===== src/rtl/sp_pkt_pkg.sv =====
// Shared types and helpers for the strict-priority packet-lock multiplexer
// and other arbitration blocks: FSM state, index width, priority pick.
package sp_pkt_pkg;

  typedef enum logic {
    IDLE   = 1'b0,
    LOCKED = 1'b1
  } state_t;

  // Widest request vector the shared pick function handles.
  localparam int MAX_NUM = 64;

  function automatic int idxw(input int n);
    return (n > 1) ? $clog2(n) : 1;
  endfunction

  // One-hot pick of the highest-priority set bit among the low num bits of req.
  function automatic logic [MAX_NUM-1:0] prio_pick(
    input logic [MAX_NUM-1:0] req,
    input int                 num,
    input bit                 lsb_high
  );
    logic [MAX_NUM-1:0] gnt;
    bit                 found;
    gnt   = '0;
    found = 1'b0;
    if (lsb_high) begin
      for (int i = 0; i < MAX_NUM; i++) begin
        if (!found && (i < num) && req[i]) begin
          gnt[i] = 1'b1;
          found  = 1'b1;
        end
      end
    end else begin
      for (int i = MAX_NUM - 1; i >= 0; i--) begin
        if (!found && (i < num) && req[i]) begin
          gnt[i] = 1'b1;
          found  = 1'b1;
        end
      end
    end
    return gnt;
  endfunction

endpackage


===== src/rtl/sp_pkt_lock_mux_onehot2idx.sv =====
// One-hot to binary index encoder; selects the locked source's data and
// provides the source index reported alongside each output beat.
module onehot2idx #(
  parameter int NUM  = 4,
  parameter int IDXW = 2
) (
  input  logic [NUM-1:0]  onehot,
  output logic [IDXW-1:0] idx
);

  logic [NUM-1:0] terms [IDXW];

  // Index bit b is the OR of every one-hot bit whose position has bit b set.
  genvar gi, gj;
  generate
    for (gi = 0; gi < IDXW; gi++) begin : g_bit
      for (gj = 0; gj < NUM; gj++) begin : g_src
        assign terms[gi][gj] = onehot[gj] & (((gj >> gi) & 1) == 1);
      end
      assign idx[gi] = |terms[gi];
    end
  endgenerate

endmodule


===== src/rtl/sp_pkt_lock_mux.sv =====
// N:1 strict-priority packet multiplexer with grant lock until last beat and
// a registered output stage. Optional per-source packet counters: SP_PKT_LOCK_MUX_CNT_EN.
module sp_pkt_lock_mux
  import sp_pkt_pkg::*;
#(
  parameter int NUM      = 4,
  parameter int DW       = 32,
  parameter bit LSB_HIGH = 1'b1,
  parameter int CNT_W    = 16,
  localparam int IDXW    = idxw(NUM)
) (
  input  logic              clk,
  input  logic              rst,
  input  logic [NUM-1:0]    in_valid,
  input  logic [NUM*DW-1:0] in_data,
  input  logic [NUM-1:0]    in_last,
  output logic [NUM-1:0]    in_ready,
  output logic              out_valid,
  output logic [DW-1:0]     out_data,
  output logic              out_last,
  output logic [IDXW-1:0]   out_src,
  input  logic              out_ready,
`ifdef SP_PKT_LOCK_MUX_CNT_EN
  output logic [NUM*CNT_W-1:0] pkt_cnt,
`endif
  output logic [NUM-1:0]    lock_gnt
);

  state_t          state_reg, state_next;
  logic [NUM-1:0]  lock_gnt_reg, lock_gnt_next;
  logic [NUM-1:0]  pick;
  logic [IDXW-1:0] gnt_idx;
  logic [DW-1:0]   src_data [NUM];
  logic [DW-1:0]   sel_data;
  logic            sel_last;
  logic            accept;

  logic            out_valid_reg;
  logic [DW-1:0]   out_data_reg;
  logic            out_last_reg;
  logic [IDXW-1:0] out_src_reg;

  genvar gi;
  generate
    for (gi = 0; gi < NUM; gi++) begin : g_unpack
      assign src_data[gi] = in_data[gi*DW +: DW];
    end
  endgenerate

  assign pick = NUM'(prio_pick(MAX_NUM'(in_valid), NUM, LSB_HIGH));

  onehot2idx #(
    .NUM  (NUM),
    .IDXW (IDXW)
  ) u_enc (
    .onehot (lock_gnt_reg),
    .idx    (gnt_idx)
  );

  assign sel_data = src_data[gnt_idx];
  assign sel_last = in_last[gnt_idx];

  // The granted source may push whenever the output register is empty or draining.
  assign in_ready = (state_reg == LOCKED)
                  ? (lock_gnt_reg & {NUM{~out_valid_reg | out_ready}})
                  : '0;
  assign accept   = |(in_valid & in_ready);

  always_ff @(posedge clk) begin
    if (rst) begin
      state_reg    <= IDLE;
      lock_gnt_reg <= '0;
    end else begin
      state_reg    <= state_next;
      lock_gnt_reg <= lock_gnt_next;
    end
  end

  always_comb begin
    state_next    = state_reg;
    lock_gnt_next = lock_gnt_reg;
    case (state_reg)
      IDLE: begin
        if (|in_valid) begin
          state_next    = LOCKED;
          lock_gnt_next = pick;
        end
      end
      LOCKED: begin
        if (accept && sel_last) begin
          state_next    = IDLE;
          lock_gnt_next = '0;
        end
      end
      default: begin
        state_next    = IDLE;
        lock_gnt_next = '0;
      end
    endcase
  end

  // Output register: load on accept, empty on drain, otherwise hold.
  always_ff @(posedge clk) begin
    if (rst) begin
      out_valid_reg <= 1'b0;
      out_data_reg  <= '0;
      out_last_reg  <= 1'b0;
      out_src_reg   <= '0;
    end else if (accept) begin
      out_valid_reg <= 1'b1;
      out_data_reg  <= sel_data;
      out_last_reg  <= sel_last;
      out_src_reg   <= gnt_idx;
    end else if (out_ready) begin
      out_valid_reg <= 1'b0;
    end
  end

  assign out_valid = out_valid_reg;
  assign out_data  = out_data_reg;
  assign out_last  = out_last_reg;
  assign out_src   = out_src_reg;
  assign lock_gnt  = lock_gnt_reg;

`ifdef SP_PKT_LOCK_MUX_CNT_EN
  logic [CNT_W-1:0] cnt_reg [NUM];

  always_ff @(posedge clk) begin
    for (int i = 0; i < NUM; i++) begin
      if (rst) begin
        cnt_reg[i] <= '0;
      end else if (accept && sel_last && lock_gnt_reg[i]) begin
        cnt_reg[i] <= cnt_reg[i] + 1'b1;
      end
    end
  end

  generate
    for (gi = 0; gi < NUM; gi++) begin : g_cnt
      assign pkt_cnt[gi*CNT_W +: CNT_W] = cnt_reg[gi];
    end
  endgenerate
`endif

endmodule

===== config.mk =====
export PLATFORM = sky130hd
export DESIGN_NAME = sp_pkt_lock_mux
export DESIGN_NICKNAME = d
export VERILOG_FILES = /design/src/rtl/sp_pkt_pkg.sv /design/src/rtl/sp_pkt_lock_mux_onehot2idx.sv /design/src/rtl/sp_pkt_lock_mux.sv
export SDC_FILE = /design/constraint.sdc
export NUM_CORES = 1
export LEC_CHECK = 0
export ABC_AREA = 0
export CAP_MARGIN = 20
export CORE_AREA = 2 2 70 72
export CTS_BUF_LIST = sky130_fd_sc_hd__clkbuf_16
export DETAILED_ROUTE_END_ITERATION = 10
export DIE_AREA = 0 0 72 74
export DONT_BUFFER_PORTS = 1
export PLACE_DENSITY_LB_ADDON = 0.25
export SLEW_MARGIN = 20
export SYNTH_ARGS = -nofsm -noshare
export SYNTH_HDL_FRONTEND = slang
export SYNTH_HIERARCHICAL = 1
export SYNTH_SLANG_ARGS = --single-unit

===== constraint.sdc =====
create_clock -name clk -period 2.19 [get_ports clk]
set_clock_uncertainty 0.15 [all_clocks]
set_input_delay 0.1095 -clock clk [delete_from_list [all_inputs] [get_ports clk]]
set_output_delay 0.1095 -clock clk [all_outputs]
set_load 0.01 [all_outputs]

==> results of run 1 <==
## repair_timing
| item | CTS | global route |
|---|---|---|
| hold buffers | 8 | 0 |
| endpoints found under the setup margin | 0 | 1 |
| endpoints found under the hold margin | 41 | 0 |
| gates resized for setup | 0 | 1 |
## worst max path at each step
stage | endpoint | slack (ns) | cells past startpoint
2_1_floorplan | out_data[10]$_SDFFE_PP0P_ | 0.38 | 6
3_3_place_gp | lock_gnt[2]$_SDFFE_PP0P_ | 0.29 | 6
3_5_place_dp | lock_gnt[2]$_SDFFE_PP0P_ | 0.25 | 6
4_1_cts | state_reg$_SDFF_PP0_ | 0.12 | 4
5_1_grt | state_reg$_SDFF_PP0_ | 0.08 | 4
6_report | state_reg$_SDFF_PP0_ | 0.19 | 4
## metal layers
layer	up-vias	GRT usage, %
met4	0	5.031
met2	109	40.33
met3	4	6.504
met1	884	26.08
li1	859	-
met5	-	0
## synthesized netlist by cell type, types with 2 or more instances
cell type  instances
buf_2              8
a21oi_1           35
nand3_1            2
o21ai_0            3
buf_6              3
clkbuf_1           5
mux4_2            32
nor3_1             2
or2_1              2
buf_4              4
dfxtp_1           41
a22o_1             2
inv_1              2
mux2i_1            2
and3_1             4
nand2_1           70
## logic make-up (layout without fill, tap and decap cells)
logic type / count (synthesis) / in the layout / synth area share (%)
flip-flops: 41 / 41 / 34.88
AND/OR/NAND/NOR: 88 / 88 / 15.74
AO/OA/AOI/OAI: 48 / 48 / 11.75
multiplexers: 35 / 35 / 31.95
buffers and inverters: 23 / 26 / 5.689
## worst register-to-register path: stages (launching register included)
cell,delay (ns)
dfxtp_2,0.40
or4_1,0.55
nor2_1,0.18
dlygate4sd3_1,0.58
nor3_1,0.04
## layout make-up
class	count	area (µm²)
Tap cell	54	67.56
Multi-Input combinational cell	171	1408
Timing Repair Buffer	16	187.7
Clock inverter	3	65.06
Sequential cell	41	822.0
Fill cell	407	1916
Inverter	2	7.507
Clock buffer	5	125.1
## cell usage in the layout, fill, tap and decap left out, drive strengths merged
cell type,Yosys,layout
nor3,2,2
dfxtp,41,41
o2111ai,1,1
nor2,2,2
o21ai,3,3
buf,16,9
or4,1,1
and3,4,4
o211a,1,1
or2,2,2
nor3b,1,1
nand3,2,2
a22o,2,2
nor2b,1,1
dlygate4sd3,0,7
a21oi,35,35
mux2i,2,2
clkinv,0,1
o21a,1,1
and2,1,1
mux4,32,32
bufinv,0,2
mux2,1,1
o31ai,1,1
nand2b,1,1
nor4,1,1
a31oi,1,1
a32oi,1,1
o211ai,2,2
nand2,70,70
clkbuf,5,5
inv,2,2
## power groups by stage
stage / registers [W] / logic [W] / clock network, W
after global routing: 0.000818 / 0.000292 / 0.000984
after global placement: 0.000831 / 0.000239 / 0
after floorplan: 0.000822 / 0.000219 / 0
final: 0.000815 / 0.000265 / 0.000934
after detailed placement: 0.000831 / 0.000243 / 0
after CTS: 0.000815 / 0.000269 / 0.000949
## per-stage QoR
stage / power, W / utilization, % / instances
2_1_floorplan: 0.001041 / - / 235
3_3_place_gp: 0.001070 / 52.22 / 276
3_5_place_dp: 0.001075 / 52.22 / 276
4_1_cts: 0.002032 / 58.31 / 292
5_1_grt: 0.002093 / 58.34 / 292
6_report: 0.002014 / 58.34 / 292
==> results.md, run 1 <==
* CTS buffer count at 5
* H-tree depth at 2
* Slowest stage cell, crit path: dlygate4sd3_1
* Via density at 6.356
* Ant. Diodes at 0
* Required time of the critical path at 2.20 ns
* Cell area after layout at 0.002683 mm²
* Synth Area per Inst at 10.01 µm²
* Fin nets at 376
* Crit path from: state_reg$_SDFF_PP0_
* Slew Limit Headroom at 66.62%
* Outcome: complete, no violations
* Initial antenna violation count at 0
* Clock root cell: clkbuf_16
* DRC at 0
* WS Path Type: reg -> reg
* Area grow syn2layout at 13.98%
* RSZ-0062 raised after global routing: no
* CORE AREA at 0.004598 mm²
* Final WS setup at 0.1895 ns
* Max FFs per register at 32
* Worst hold slack at 0.008389 ns
* Starting Density at 51.18%
* Worst-Skew Late Latency at 0.27 ns
* Sw Share at 21.77%
* Primary FF master, synth: dfxtp_1
* DR vias at 1856
* TNS Setup at 0 ns
* Worst Setup End Kind: flop
* Clk sinks at 41
* Bufs and invs on worst path at 1
* Post-Route M1 WL at 2.125 mm
* Drt pass-1 iters at 6
* Final Max Slew Viols at 0
* EDFF count, synth at 0
* Critical path startpoint category: flop
* Yosys top cell by area: dfxtp_1
* Largest net degree at the start of global routing at 42
* Final GP Congestion at 0.7350
* Post-Syn Area at 0.002354 mm²
* Power Dens Cells at 750.9 mW/mm²
* # setup viols final at 0
* Antenna-violating nets left at 0
* IO Port Bufs at 0
* Hold Vio Cnt, Final at 0
* Net count after synthesis at 374
* Sequential fraction of the synthesis area at 34.88%
* Register bit total from synthesis at 41
* Clk buf depth at 2
* RR Endpoint: state_reg$_SDFF_PP0_
* Reg2Reg Setup Slack at 0.19 ns
* Dpl ws at 0.2458 ns
* FP Rows at 25
* # IOs at 183
* Clock transition at path regs at 0.06 ns
* WP data arrival at 2.01 ns
* Drt initial violations at 84
* Share of cells above drive strength 1 at 22.69%
* Peak supply drop at 463.9 µV
* Met3 WL at 611 µm
* Gr usage total at 22.16%
* HP Start: in_valid[0]
* Met2 wire length at 3.188 mm
* Logic pwr share at 13.2%
* Post-synth top area share at 34.88%
* Hold depth at 3
* Fmax achieved at 499.9 MHz
* Die width at 72 µm
* Worst R2R Path Depth at 4
* Int Power at 0.001576 W
* Worst hold-check path type: in -> reg
* CP cell instances: or4_1, nor2_1, dlygate4sd3_1, nor3_1
* R2R Path Start: state_reg$_SDFF_PP0_
* Clock network power share at 46.4%
* Total of warnings raised by yosys at 6
* MaxCap Viol Count at 0
* Area of placed instances at 0.002401 mm²
* CP top delay family: simple AND/OR/NAND/NOR gates
* Post-DP HPWL at 4.469 mm
* WL/cell at 20.46 µm
* Setup Buffers After CTS at 0
* Yosys cell types at 34
* P_sw at 0.0004386 W
* Period utilisation layout at 91.35%
* Max layer used: met4
* CTS tree: yes
* WL final at 5.973 mm
* Syn Inst Count at 235
* First-pass GRT wire length at 9.066 mm
* Pleak at 0.8757 nW
* Full die area at 0.005328 mm²
* Grt total ovfl at 0
* Hold path endpoint: lock_gnt[1]$_SDFFE_PP0P_
* Largest cells by area after synthesis: dfxtp_1 (35%), mux4_2 (31%), nand2_1 (11%)
* Biggest cell delay along the critical path at 0.58 ns
* CP max FO at 14
* Least-Margin Pin Slew at 0.4983 ns
* Die Height at 74 µm
* Async SR Flop Fraction at 0%
* Number of global-route vias before repair at 1835
* Crit path time final at 2.000 ns
* Seq pwr share at 40.4%
(Power assumes the default switching activity.)
==> run 2, diff against run 1 <==
- CORE_AREA: 2 2 70 72 -> 2 2 72 74
- DIE_AREA: 0 0 72 74 -> 0 0 74 76
- clock period: 2.19 -> 1.8 ns (I/O delays scaled with it)
==> run 2 against run 1 <==
  * Global-route usage is 0.22 points higher
  * Die area is 5.6% higher
  * Sequential share of layout area is 0.24 points lower
  * Cell count is 6.2% higher
  * Design area is 0.79% higher
  * Non-clock buffer count is 4 higher
  * Hold slack better by 0.046 ns
  * Clock power is 13% lower
  * Largest cell class unchanged
  * Routed wire length is 5.6% higher
==> results.md, run 2 (synthesized netlist as in run 1, its figures left out) <==
* Outcome: complete, no violations
* Post-DP HPWL at 4.795 mm (+7.3%)
* Power Dens Cells at 795.2 mW/mm² (+5.9%)
* Most frequent cells in the layout: nand2_1 (70), dfxtp_1 (40), a21oi_1 (35), mux4_2 (32), buf_4 (8)
* Drt pass-1 iters at 4 (-2)
* Clock transition at path regs at 0.06 ns (about the same)
* Layout fillers at 431 (+5.9%)
* Number of global-route vias before repair at 1900 (+3.5%)
* Slew Limit Headroom at 78.50% (+12 points)
* Period utilisation layout at 93.19% (+1.8 points)
* CP max FO at 24 (+10)
* Least-Margin Pin Slew at 0.3220 ns (-0.1763 ns)
* Power Total at 0.002150 W (+6.7%)
* CTS tree: yes
* Dpl cells at 298 (+8.0%)
* Fin nets at 380 (+1.1%)
* FP Rows at 26 (+4.0%)
* WP data arrival at 1.68 ns (-0.33 ns)
* Fmax achieved at 596.2 MHz (+19%)
* Hold Vio Cnt, Final at 0 (unchanged)
* Grt total ovfl at 0 (unchanged)
* Critical path startpoint category: flop
* TNS Setup at 0 ns (unchanged)
* Largest net degree at the start of global routing at 42 (unchanged)
* WS Path Type: reg -> reg
* Die Height at 76 µm (+2.7%)
* Worst Setup End Kind: flop
* # setup viols final at 0 (unchanged)
* Hold depth at 3 (unchanged)
* First-pass GRT wire length at 9.632 mm (+6.2%)
* MaxCap Viol Count at 0 (unchanged)
* WL/cell at 20.35 µm (-0.51%)
* Worst hold-check path type: in -> reg
* Commonest non-fill, non-tap cell in the layout: nand2_1
* Pleak at 0.8797 nW (+0.45%)
* Dpl ws at 0.05410 ns (-0.1917 ns)
* Setup Buffers After CTS at 0 (unchanged)
* DR vias at 1861 (+0.27%)
* Required time of the critical path at 1.80 ns (-0.40 ns)
* Clk buf depth at 2 (unchanged)
* Worst hold slack at 0.05408 ns (+0.04569 ns)
* Die width at 74 µm (+2.8%)
* Crit path time final at 1.677 ns (-0.3231 ns)
* FF+latch area at 822.0 µm² (unchanged)
* Clk sinks at 41 (unchanged)
* Final WS setup at 0.1226 ns (-0.06691 ns)
* Share of cells above drive strength 1 at 24.17% (+1.5 points)
* Initial antenna violation count at 0 (unchanged)
* RSZ-0062 raised after global routing: no
* # IOs at 183 (unchanged)
* Starting Density at 47.91% (-3.3 points)
* CORE AREA at 0.004912 mm² (+6.8%)
* Worst R2R Path Depth at 6 (+2)
* Drt initial violations at 83 (-1.2%)
* Multi-input logic area at 0.001415 mm² (+0.53%)
* DRC at 0 (unchanged)
* CTS buffer count at 5 (unchanged)
* Clock root cell: clkbuf_16
* Max FFs per register at 32 (unchanged)
* H-tree depth at 2 (unchanged)
* Full die area at 0.005624 mm² (+5.6%)
* Area grow syn2layout at 14.89%
* Final Max Slew Viols at 0 (unchanged)
* Final GP Congestion at 0.7696 (+4.7%)
* Worst-Skew Late Latency at 0.27 ns (about the same)
* Gr usage total at 22.38% (+0.22 points)
* Antenna-violating nets left at 0 (unchanged)
* Final Non-Filler Cells at 310 (+6.2%)
* IO Port Bufs at 0 (unchanged)
* Peak supply drop at 461.0 µV (-0.62%)
* Ant. Diodes at 0 (unchanged)
* WL final at 6.309 mm (+5.6%)
* Via density at 6.003 (-5.6%)
[run 2: changes by cell type in the layout (fill, tap and decap cells not counted), sizes merged]
cell	delta
bufinv	-2
buf	+6
dlygate4sd3	-2
[run 2: final timing paths]
check	startpoint	end	slack (ns)
worst max register to register	lock_gnt[3]$_SDFFE_PP0P_	out_data[31]$_SDFFE_PP0P_	0.12
worst min register to register	out_data[11]$_SDFFE_PP0P_	out_data[11]$_SDFFE_PP0P_	0.35
worst max-delay path	lock_gnt[3]$_SDFFE_PP0P_	out_data[31]$_SDFFE_PP0P_	0.12
worst min-delay path	in_data[11]	out_data[11]$_SDFFE_PP0P_	0.05
[run 2: cell type report]
type                    count  area share (%)
inverters                   2          0.2776
well taps                  70           3.239
flip-flops and latches     41           30.40
clock inverters             1          0.1851
clock buffers               5           4.627
multi-input cells         171           52.34
repair buffers             20           8.931
[run 2: power breakdown]
| group | internal, W | switching [W] | total [W] | leakage (nW) |
|---|---|---|---|---|
| Sequential | 0.000944 | 0.0000419 | 0.000986 | 0.333 |
| Combinational | 0.000197 | 0.000153 | 0.000351 | 0.481 |
| Clock | 0.000495 | 0.000319 | 0.000813 | 0.0655 |
[run 2: timing repair]
action                                  4_1_cts  5_1_grt
hold endpoints to repair                     41        0
hold buffers                                  6        0
gates resized for setup                       0        3
endpoints found under the setup margin        0       12
[run 2: per-layer routing]
layer	share of wire, %	GRT usage (%)	vias up
li1	-	-	866
met1	35	25.24	879
met2	52	38.66	110
met3	12	7.804	6
met4	1.3	7.273	0
met5	0	0	-
[run 2: worst max-delay path: stages, from the launching register on]
cell and delay, ns:
dfxtp_2 0.32, buf_4 0.15, or2_1 0.28, buf_6 0.20, mux4_2 0.31, nand2_1 0.08
a21oi_1 0.05
[run 2: stage by stage]
stage                     util, %  area (µm²)
after detailed placement    50.74        2492
final                       55.04        2704
after CTS                   54.81        2693
after global placement      50.74        2492
after global routing        55.04        2704
after floorplan                 -        2355
==> run 3, diff against run 2 <==
- CORE_AREA: 2 2 72 74 -> 2 2 71 73
- CTS_BUF_LIST: sky130_fd_sc_hd__clkbuf_16 -> sky130_fd_sc_hd__clkbuf_4 sky130_fd_sc_hd__clkbuf_8
- DIE_AREA: 0 0 74 76 -> 0 0 73 75
==> run 3 against run 2 <==
  * Hold slack got worse by 0.021 ns
  * Count of clock-buffer cells in the layout up 2
  * Routed wire length shrank 0.17%
  * Global-route usage is 0.67 points lower
  * Highest routed layer unchanged
==> results.md, run 3 (synthesized netlist as in run 1, its figures left out) <==
* WL final at 6.298 mm (-0.17%)
* Power Dens Cells at 785.9 mW/mm² (-1.2%)
* Clk buf depth at 2 (unchanged)
* Fin nets at 384 (+1.1%)
* Ant. Diodes at 0 (unchanged)
* Number of global-route vias before repair at 1884 (-0.84%)
* WS Path Type: reg -> reg
* R2R Path Start: lock_gnt[3]$_SDFFE_PP0P_
* CORE AREA at 0.004661 mm² (-5.1%)
* Initial antenna violation count at 0 (unchanged)
* HP Start: out_ready
* Drt pass-1 iters at 4 (unchanged)
* Most frequent cells in the layout: nand2_1 (70), dfxtp_1 (40), a21oi_1 (35), mux4_2 (32), buf_4 (14)
* WL/cell at 20.99 µm (+3.2%)
* Reg2Reg Setup Slack at 0.08 ns (-0.04 ns)
* Hold path endpoint: out_valid$_SDFFE_PP0P_
* CTS tree: yes
* Worst-Skew Late Latency at 0.28 ns (about the same)
* Largest net degree at the start of global routing at 42 (unchanged)
* Share of cells above drive strength 1 at 26.02% (+1.8 points)
* Least-Margin Pin Slew at 0.3322 ns (+0.01023 ns)
* Final Non-Filler Cells at 300 (-3.2%)
* Clock root cell: clkbuf_8
* Peak supply drop at 427.4 µV (-7.3%)
* Max FFs per register at 32 (unchanged)
* RR Endpoint: out_data[26]$_SDFFE_PP0P_
* Area grow syn2layout at 14.09%
* Drt initial violations at 100 (+20%)
* Via density at 6.273 (+4.5%)
* Outcome: complete, no violations
* DRC at 0 (unchanged)
* Period utilisation layout at 95.35% (+2.2 points)
* Final GP Congestion at 0.7497 (-2.6%)
* Layout fillers at 418 (-3.0%)
* Dpl cells at 282 (-5.4%)
* Critical path startpoint category: flop
* Pleak at 0.8920 nW (+1.4%)
* RSZ-0062 raised after global routing: no
* IO Port Bufs at 0 (unchanged)
* CTS buffer count at 5 (unchanged)
* Fmax achieved at 582.7 MHz (-2.3%)
* Die Height at 75 µm (-1.3%)
* Worst R2R Path Depth at 5 (-1)
* # setup viols final at 0 (unchanged)
* Commonest non-fill, non-tap cell in the layout: nand2_1
* FP Rows at 25 (-3.8%)
* Post-DP HPWL at 4.680 mm (-2.4%)
* First-pass GRT wire length at 9.108 mm (-5.4%)
* MaxCap Viol Count at 0 (unchanged)
* Post-layout util at 57.61% (+2.6 points)
* Hold depth at 2 (-1)
* Required time of the critical path at 1.83 ns (+0.03 ns)
* H-tree depth at 2 (unchanged)
* Antenna-violating nets left at 0 (unchanged)
* DR vias at 1882 (+1.1%)
* Gr usage total at 21.71% (-0.67 points)
* Grt total ovfl at 0 (unchanged)
* Final Max Slew Viols at 0 (unchanged)
* Clock transition at path regs at 0.08 ns (+0.02 ns)
* Hold Vio Cnt, Final at 0 (unchanged)
* Full die area at 0.005475 mm² (-2.6%)
* # IOs at 183 (unchanged)
* Worst hold-check path type: in -> reg
* Crit path time final at 1.716 ns (+0.03890 ns)
* WP data arrival at 1.74 ns (+0.06 ns)
* Die width at 73 µm (-1.4%)
* CP max FO at 16 (-33%)
* TNS Setup at 0 ns (unchanged)
* Worst Setup End Kind: flop
* PostCTS Resize Cnt at 0 (unchanged)
* Starting Density at 50.50% (+2.6 points)
* Slew Limit Headroom at 77.65% (-0.86 points)
* Clk sinks at 41 (unchanged)
==> run 3: how the worst max path moves through the flow <==
stage	startpoint	to	slack (ns)	depth (start not counted)
5_1_grt	lock_gnt[3]$_SDFFE_PP0P_	out_data[12]$_SDFFE_PP0P_	0.003	5
3_3_place_gp	lock_gnt[3]$_SDFFE_PP0P_	out_data[2]$_SDFFE_PP0P_	0.11	5
6_report	lock_gnt[3]$_SDFFE_PP0P_	out_data[26]$_SDFFE_PP0P_	0.08	5
2_1_floorplan	lock_gnt[1]$_SDFFE_PP0P_	out_data[10]$_SDFFE_PP0P_	0.007	6
3_5_place_dp	lock_gnt[3]$_SDFFE_PP0P_	out_data[22]$_SDFFE_PP0P_	0.09	5
4_1_cts	lock_gnt[3]$_SDFFE_PP0P_	out_data[13]$_SDFFE_PP0P_	0.07	5
==> run 3: through the flow <==
step                      power, W  setup slack (ns)  cell area [µm²]  hold slack, ns
after detailed placement  0.001315           0.08877             2447         0.01632
after global placement    0.001311            0.1118             2447         0.01351
after global routing      0.002215          0.002575             2685         0.03274
after CTS                 0.002128           0.06923             2638         0.01480
after floorplan           0.001266          0.007351             2355         0.05731
final                     0.002110           0.08373             2685         0.03282
==> run 3: worst max-delay path: stages, from the launching register on <==
cell and delay, ns:
dfxtp_2 0.32, or2_2 0.37, buf_12 0.19, mux4_2 0.43, nand2_1 0.08, a21oi_1 0.06
==> run 3: layer usage <==
layer / track usage, % / up-vias / part of all wire (%)
met4: 5.350 / 0 / 0.91
met2: 39.44 / 112 / 54
met3: 7.764 / 5 / 9.8
li1: - / 876 / -
met5: 0 / - / 0
met1: 24.26 / 889 / 35
==> run 3: layout make-up <==
class / instances / area (µm²) / area share (%)
timing repair buffer: 24 / 260.3 / 9.692
sequential: 41 / 822.0 / 30.62
clock buffer: 7 / 90.09 / 3.355
inverter: 2 / 7.507 / 0.2796
multi-input combinational: 171 / 1408 / 52.42
clock inverter: 1 / 30.03 / 1.118
tap: 54 / 67.56 / 2.516
==> run 3: timing repair <==
| action | in CTS | in global routing |
|---|---|---|
| endpoints found under the setup margin | 0 | 1 |
| setup buffers | 0 | 3 |
| hold buffers | 6 | 0 |
| endpoints found under the hold margin | 41 | 0 |
==> run 3: power breakdown <==
part           total, W  internal [W]  switching, W
logic          0.000351      0.000198      0.000152
clock network  0.000775      0.000467      0.000308
registers      0.000984      0.000943     0.0000415
total           0.00211       0.00161      0.000502
